File: config.mk
export PLATFORM = sky130hd
export DESIGN_NAME = dmux_rr_scheduler
export DESIGN_NICKNAME = d
export VERILOG_FILES = /design/src/rtl/dmux_rr_scheduler.sv
export SDC_FILE = /design/constraint.sdc
export NUM_CORES = 1
export LEC_CHECK = 0
export BUFFER_PORTS_ARGS = -buffer_cell sky130_fd_sc_hd__buf_2
export CAP_MARGIN = 20
export CORE_AREA = 2 2 61 63
export DETAILED_ROUTE_END_ITERATION = 16
export DIE_AREA = 0 0 63 65
export GPL_ROUTABILITY_DRIVEN = 0
export SLEW_MARGIN = 20
export SYNTH_ARGS = -nofsm -noshare
export SYNTH_HDL_FRONTEND = slang
export SYNTH_SLANG_ARGS = --single-unit
File: constraint.sdc
create_clock -name clk -period 3.4 [get_ports clk]
set_input_delay 0.85 -clock clk [delete_from_list [all_inputs] [get_ports clk]]
set_output_delay 0.85 -clock clk [all_outputs]
set_load 0.02 [all_outputs]
File: src/rtl/dmux_rr_scheduler.sv
// Round-robin controller for a 1-to-4 demux.
// Takes one word at a time from an upstream valid/ready source, picks a
// consumer round-robin among those that are enabled and ready, strobes it
// for one cycle, and drops the word if nobody is eligible for TIMEOUT
// consecutive arbitration cycles.
//
//   state  | meaning
//   -------+-------------------------------------------------------------
//   IDLE   | no word held; in_ready follows (en != 0)
//   ARB    | word latched; searching ptr, ptr+1, ... for an eligible consumer
//   SEND   | dst_valid/dmx_o presented to consumer sel for one cycle
module dmux_rr_scheduler #(
  parameter int DW      = 1,
  parameter int TIMEOUT = 8,
  parameter int CNT_W   = 8
) (
  input  logic             clk,
  input  logic             rst_n,
  input  logic             in_valid,
  input  logic [DW-1:0]    in_data,
  output logic             in_ready,
  input  logic [3:0]       en,
  input  logic [3:0]       dst_ready,
  output logic [1:0]       sel,
  output logic [DW-1:0]    dmx_o,
  output logic [3:0]       dst_valid,
  output logic             busy,
  output logic [CNT_W-1:0] drop_cnt
);

  // Wait counter only ever has to hold 0..TIMEOUT-1; keep at least one bit
  // so TIMEOUT=1 still elaborates.
  localparam int WAIT_W = (TIMEOUT > 1) ? $clog2(TIMEOUT) : 1;
  localparam logic [WAIT_W-1:0] WAIT_LAST = WAIT_W'(TIMEOUT - 1);

  typedef enum logic [1:0] {
    S_IDLE = 2'd0,
    S_ARB  = 2'd1,
    S_SEND = 2'd2
  } state_t;

  state_t             state;
  state_t             state_nxt;
  logic [1:0]         ptr;
  logic [1:0]         ptr_nxt;
  logic [1:0]         sel_nxt;
  logic [WAIT_W-1:0]  wait_cnt;
  logic [WAIT_W-1:0]  wait_nxt;
  logic [DW-1:0]      data_q;
  logic [DW-1:0]      data_nxt;
  logic [CNT_W-1:0]   drop_nxt;

  logic [3:0]         eligible;
  logic [7:0]         elig_dbl;
  logic [3:0]         elig_rot;
  logic               pick_ok;
  logic [1:0]         pick_ofs;
  logic [1:0]         pick;
  logic               accept;

  // Eligibility is re-evaluated every cycle from the live en/dst_ready.
  // Doubling the vector lets a plain part-select rotate it so that bit k
  // corresponds to consumer ptr+k (mod 4).
  assign eligible = en & dst_ready;
  assign elig_dbl = {eligible, eligible};
  assign elig_rot = elig_dbl[ptr +: 4];
  assign pick     = ptr + pick_ofs;

  // Lowest rotated offset wins, which is the first eligible consumer at or after ptr.
  always_comb begin
    pick_ok  = |elig_rot;
    pick_ofs = 2'd0;
    if (elig_rot[0])      pick_ofs = 2'd0;
    else if (elig_rot[1]) pick_ofs = 2'd1;
    else if (elig_rot[2]) pick_ofs = 2'd2;
    else                  pick_ofs = 2'd3;
  end

  // Moore-style outputs: everything except in_ready depends only on state,
  // so an async reset clears them without waiting for a clock edge.
  assign busy      = (state != S_IDLE);
  assign in_ready  = (state == S_IDLE) && (|en);
  assign accept    = in_valid && in_ready;
  assign dst_valid = (state == S_SEND) ? (4'b0001 << sel) : 4'b0000;
  assign dmx_o     = (state == S_SEND) ? data_q : '0;

  // State and datapath registers.
  always_ff @(posedge clk or negedge rst_n) begin
    if (!rst_n) begin
      state    <= S_IDLE;
      ptr      <= 2'd0;
      sel      <= 2'd0;
      wait_cnt <= '0;
      data_q   <= '0;
      drop_cnt <= '0;
    end else begin
      state    <= state_nxt;
      ptr      <= ptr_nxt;
      sel      <= sel_nxt;
      wait_cnt <= wait_nxt;
      data_q   <= data_nxt;
      drop_cnt <= drop_nxt;
    end
  end

  // Next-state logic: accept, arbitrate with timeout, present and retire.
  always_comb begin
    state_nxt = state;
    ptr_nxt   = ptr;
    sel_nxt   = sel;
    wait_nxt  = wait_cnt;
    data_nxt  = data_q;
    drop_nxt  = drop_cnt;

    case (state)
      S_IDLE: begin
        if (accept) begin
          data_nxt  = in_data;
          wait_nxt  = '0;
          state_nxt = S_ARB;
        end
      end

      S_ARB: begin
        if (pick_ok) begin
          sel_nxt   = pick;
          state_nxt = S_SEND;
        end else if (wait_cnt == WAIT_LAST) begin
          // Word is abandoned; counter sticks at all-ones until reset.
          state_nxt = S_IDLE;
          if (drop_cnt != {CNT_W{1'b1}}) begin
            drop_nxt = drop_cnt + CNT_W'(1);
          end
        end else begin
          wait_nxt = wait_cnt + WAIT_W'(1);
        end
      end

      S_SEND: begin
        if (dst_ready[sel]) begin
          // Advance fairness pointer past the consumer just served.
          ptr_nxt   = sel + 2'd1;
          state_nxt = S_IDLE;
        end else begin
          // Consumer backed off: keep ptr so the retry starts from the same place.
          wait_nxt  = '0;
          state_nxt = S_ARB;
        end
      end

      default: begin
        state_nxt = S_IDLE;
      end
    endcase
  end

endmodule

# Word-level counts from Yosys, hierarchy flattened
# Cells that the tools add are included.
# W data, S select, Z words.
dict set report totals {
  reg_bits 18
}
dict set report classes {
  magnitude_cmp 1
  add_sub_neg 4
  n_reduce_logical 13
  bitwise_logic 2
  shift 2
  mux 17
  n_eq_ne 9
}
# op count
set op_table {}
lappend op_table {{$mux W3} 4}
lappend op_table {{$mux W2} 5}
lappend op_table {{$pmux W3 S3} 1}
lappend op_table {{$add A8 B1 Y8 const B} 1}
lappend op_table {{$ne A2 B2 Y1 const B} 4}
lappend op_table {{$ne A8 B8 Y1 const B} 1}
lappend op_table {{$reduce_and A2 Y1} 4}
lappend op_table {{$reduce_or A4 Y1} 2}
lappend op_table {{$shiftx A8 B3 Y4} 1}
lappend op_table {{$pmux W2 S3} 1}
lappend op_table {{$reduce_and A5 Y1} 1}
lappend op_table {{$and A4 B4 Y4} 1}
lappend op_table {{$mux W1} 4}
lappend op_table {{$mux W4} 1}
lappend op_table {{$reduce_and A4 Y1} 1}
lappend op_table {{$shl A1 B2 Y4 const A} 1}
lappend op_table {{$add A3 B1 Y3 const B} 1}
lappend op_table {{$eq A3 B3 Y1 const B} 1}
lappend op_table {{$lt A2 B3 Y1 const B} 1}
lappend op_table {{$ne A3 B3 Y1 const B} 1}
lappend op_table {{$reduce_bool A3 Y1} 1}
lappend op_table {{$add A2 B1 Y2 const B} 1}
lappend op_table {{$add A2 B2 Y2} 1}
lappend op_table {{$bmux W1 S2} 1}
lappend op_table {{other kinds (6)} 7}

# Longest topological paths before layout
dict set report depth {
  word_depth 6
  ltp_mapped 8
  depth_no_buf 8
}

# Least setup slack after synthesis
# Ideal clock, no wire load.
dict set report synth_path {
  path_kind {input port to flip-flop}
  start {in dst_ready[2]}
  end {reg wait_cnt[0]}
  arrival_time_ps 2003
  setup_slack_ps 1293
  t_required_ps 3296
  n_path_buf 0
  setup_ps 104
  cell_stages 4
  path_cell_list {mux2_4 -> a222oi_1 -> nand2_2 -> o311ai_1}
}
dict set report synth_via {
  elab_chain_cells 5
}
# item line
set synth_rtl {}
lappend synth_rtl {{from (decl)} 23} ;# input logic [3:0] dst_ready,
lappend synth_rtl {{$and A4 B4 Y4} 64} ;# assign eligible = en & dst_ready;
lappend synth_rtl {{$shiftx A8 B3 Y4} 66} ;# assign elig_rot = elig_dbl[ptr +: 4];
lappend synth_rtl {{$reduce_or A4 Y1} 71} ;# pick_ok = |elig_rot;
lappend synth_rtl {{$ne A2 B2 Y1 (no line)} -}
lappend synth_rtl {{$reduce_and A5 Y1 (no line) (*)} -}
lappend synth_rtl {{to (signal assigned)} 100} ;# wait_cnt <= wait_nxt;
lappend synth_rtl {{to (decl)} 47} ;# logic [WAIT_W-1:0] wait_cnt;
# Every way passes the cells marked *; elsewhere a longest branch is shown, timed or not. The select of a mux whose other input is x is not followed.
# A chain may end at the register's enable or synchronous reset.

# Final worst setup path
dict set report layout_path {
  start {in en[0]}
  end {out in_ready}
}
dict set report layout_via {
  elab_chain_cells 2
}
# item line
set layout_rtl {}
lappend layout_rtl {{from (decl)} 22} ;# input logic [3:0] en,
lappend layout_rtl {{$reduce_or A4 Y1} 82} ;# assign in_ready = (state == S_IDLE) && (|en);
lappend layout_rtl {{$logic_and A1 B1 Y1} 82}
lappend layout_rtl {{to (decl)} 21} ;# output logic in_ready,
# Every way passes these cells.

==> flow_metrics.tcl <==
set metrics [dict create \
    final_area_um2 1390 \
    cp_data_arrival_time_ps 1500 \
    clkTransAtPathRegs_ps 100 \
    ctsRootBufferMaster "clkbuf_4" \
    grt_first_pass_wirelength_mm 4.56 \
    yosys.area.top_type "dfrtp_1" \
    r2r_cells 4 \
    synthCells 122 \
    r2r_start "sel[0]" \
    status "finished clean" \
    vdd_drop_max_uv 235 \
    layout_min_cycle_time_ps 2350 \
    route.detailed.drc 0 \
    grt_overflow 0 \
    port_buffers 28 \
    grt_setup_unrepaired "false" \
    clock_latency_ps 290 \
    yosysMostFrequentCell "dfrtp_1" \
    num_rows 22 \
    num_antenna_cells 0 \
    die_x_um 63 \
    vias 1043 \
    post_cts_resized 0 \
    switching_share_pct 42.8 \
    max_freq_mhz 426 \
    rrSetupSlack_ps 1360 \
    ios 29 \
    clock_sinks 18 \
    intPower_w 0.000485 \
    tightestPinTransition_ps 663 \
    finalHoldViolCount 0 \
    vias_per_cell 5.19 \
    max_stage_delay_ps 270 \
    pwr-share-comb_pct 43.4 \
    required_ps 2550 \
    hold_buffers 0 \
    die_h_um 65 \
    rr_endpoint "wait_cnt[0]" \
    relSlewSlack_pct 55.8 \
    setup_viol 0 \
    p_seq_share_pct 41.4 \
    grt_max_degree 19 \
    crit_top_cell "buf_2" \
    tns_ps 0 \
    numCtsBuffers 3 \
    post_cts_buffers 0 \
    clkPwrFrac_pct 15.2 \
    cp-end-kind "output port" \
    crit_type "input port to output port" \
    routedWlPerCell_um 12.9 \
    place_area_um2 1360 \
    syn_area_um2 1160 \
    p_leak_nw 0.710 \
    dr.first_iter.drc_count 61 \
    crit_path_top_delay_cell "nor4_1" \
    synth_seq_area_share_pct 38.7 \
    synth_nets 142 \
    clk_path_buf_depth 2 \
    synth_area_per_cell_um2 9.55 \
    crit_chain "buf_2 -> nor4_1 -> nor2_1 -> buf_2" \
    ys_warn_count 0 \
    nets 174 \
    synthDistinctLibCells 39 \
    cp_num_buf_inv 2 \
    start_kind "input port" \
    netlist_top_cells_count "dfrtp_1, nand2_1, ha_1, nor2_1" \
    path_delay_family "simple AND/OR/NAND/NOR gates" \
    cts_tree "yes" \
    initial_core_util_pct 33.3 \
    ys_seq_elements 18 \
    fillers 371 \
    track_usage_pct 13.9 \
    routed_wl_mm 2.59 \
    multiInputGateArea_um2 681 \
    drive_gt1_share_pct 24.8 \
    yosys-top-cells-area "dfrtp_1, ha_1, xor2_1, nand2_1, nand3_1" \
    grt_pass1_vias 1048 \
    fin_crit_sh_pct 69.0 \
    worstPathMaxFanout 6 \
    first_pass_iters 4 \
    hpwlAfterDp_mm 2.01 \
    ys.flop_type "dfrtp_1" \
    p_switching_w 0.000363 \
    skew_ps 8.57 \
    power_per_cell_area_nw_per_um2 608 \
    antenna_found_initial 0 \
    cts_max_level 1 \
    dieArea_um2 4100 \
    ant_nets 0 \
    synth_top_area_share_pct 38.7 \
    synth_edf_count 0 \
    max_cap_violations 0 \
    slew_viol_final 0 \
    core_um2 3500 \
    min_path_type "input port to async pin" \
    synthArstFlopShare_pct 100 \
    syn2layout_area_growth_pct 19.7 \
    seq_area_um2 450 \
]
power by group through the flow:
stage,combinational (W),clock (W),sequential (W)
3_5_place_dp,0.000370,0,0.000353
6_report,0.000367,0.000129,0.000351
3_3_place_gp,0.000366,0,0.000347
5_1_grt,0.000414,0.000144,0.000362
4_1_cts,0.000371,0.000134,0.000350
2_1_floorplan,0.000273,0,0.000334
sequential cells by signal, indices dropped and copies added (netlist names):
register,count
data_q,1
drop_cnt,8
ptr,2
sel,2
state,2
wait_cnt,3
per-stage QoR:
step           worst slack, ps  cells  utilization (%)  hold slack (ps)  total power, W
2_1_floorplan             1290    122                -              470        0.000607
3_3_place_gp              1020    197             38.8              479        0.000713
3_5_place_dp               951    197             38.8              494        0.000723
4_1_cts                   1060    201             39.9              474        0.000855
5_1_grt                    949    201             39.9              473        0.000921
6_report                  1050    201             39.9              470        0.000847
cell families (layout without fill, tap and decap cells):
| kind of cell | after synthesis | in the layout | share of synthesized area [%] |
|---|---|---|---|
| adder cells (fa/ha/maj) | 8 | 8 | 8.59 |
| buffers and inverters | 8 | 39 | 2.90 |
| AO/OA/AOI/OAI | 27 | 27 | 17.8 |
| flip-flops | 18 | 18 | 38.7 |
| XOR/XNOR | 7 | 7 | 5.26 |
| AND/OR/NAND/NOR | 50 | 50 | 22.6 |
| multiplexers | 4 | 4 | 4.19 |
how the worst max path moves through the flow:
stage                  end    startpoint  cells after the start  slack (ps)
2_1_floorplan  wait_cnt[0]  dst_ready[2]                      4        1290
5_1_grt              dmx_o      state[0]                      3         950
4_1_cts           in_ready         en[0]                      4        1060
6_report          in_ready         en[0]                      4        1050
3_3_place_gp   drop_cnt[5]         en[1]                      5        1020
3_5_place_dp   wait_cnt[0]  dst_ready[2]                      5         950
layout by cell type (no fill, tap or decap), types with 2 or more instances in the layout:
master / instances
a21oi_1: 3
nor3b_1: 2
ha_1: 8
o211ai_1: 2
o21ai_0: 4
a21bo_1: 2
buf_2: 28
dfrtp_1: 18
and2_1: 5
mux2_2: 3
clkbuf_4: 3
nand3b_1: 2
nand4_1: 2
o311ai_1: 3
nor2_1: 8
inv_1: 7
xor2_1: 6
and3_1: 2
a22oi_1: 2
a21o_1: 2
nand2_1: 12
nor3_1: 3
and3b_1: 2
nand3_1: 7
area by class of cell:
class	instances	share of cell area [%]
multi-input cells	96	48.8
flip-flops and latches	18	32.3
repair buffers	28	10.1
well taps	48	4.31
clock buffers	4	2.60
inverters	7	1.89
metal layers:
metal / track usage [%] / part of all wire, %
met1: 16.0 / 44
met2: 24.6 / 50
met3: 1.91 / 3.9
met4: 8.33 / 2.0
met5: 0 / 0
worst register-to-register path: cells and delay by family, from the launching register on:
family | cells | cell delay [ps]
AOI/OAI and AO/OA | 2 | 860
DFF | 1 | 520
muxes | 1 | 390
and+or+nand+nor | 1 | 160
Power figures use the tool's default switching activity.
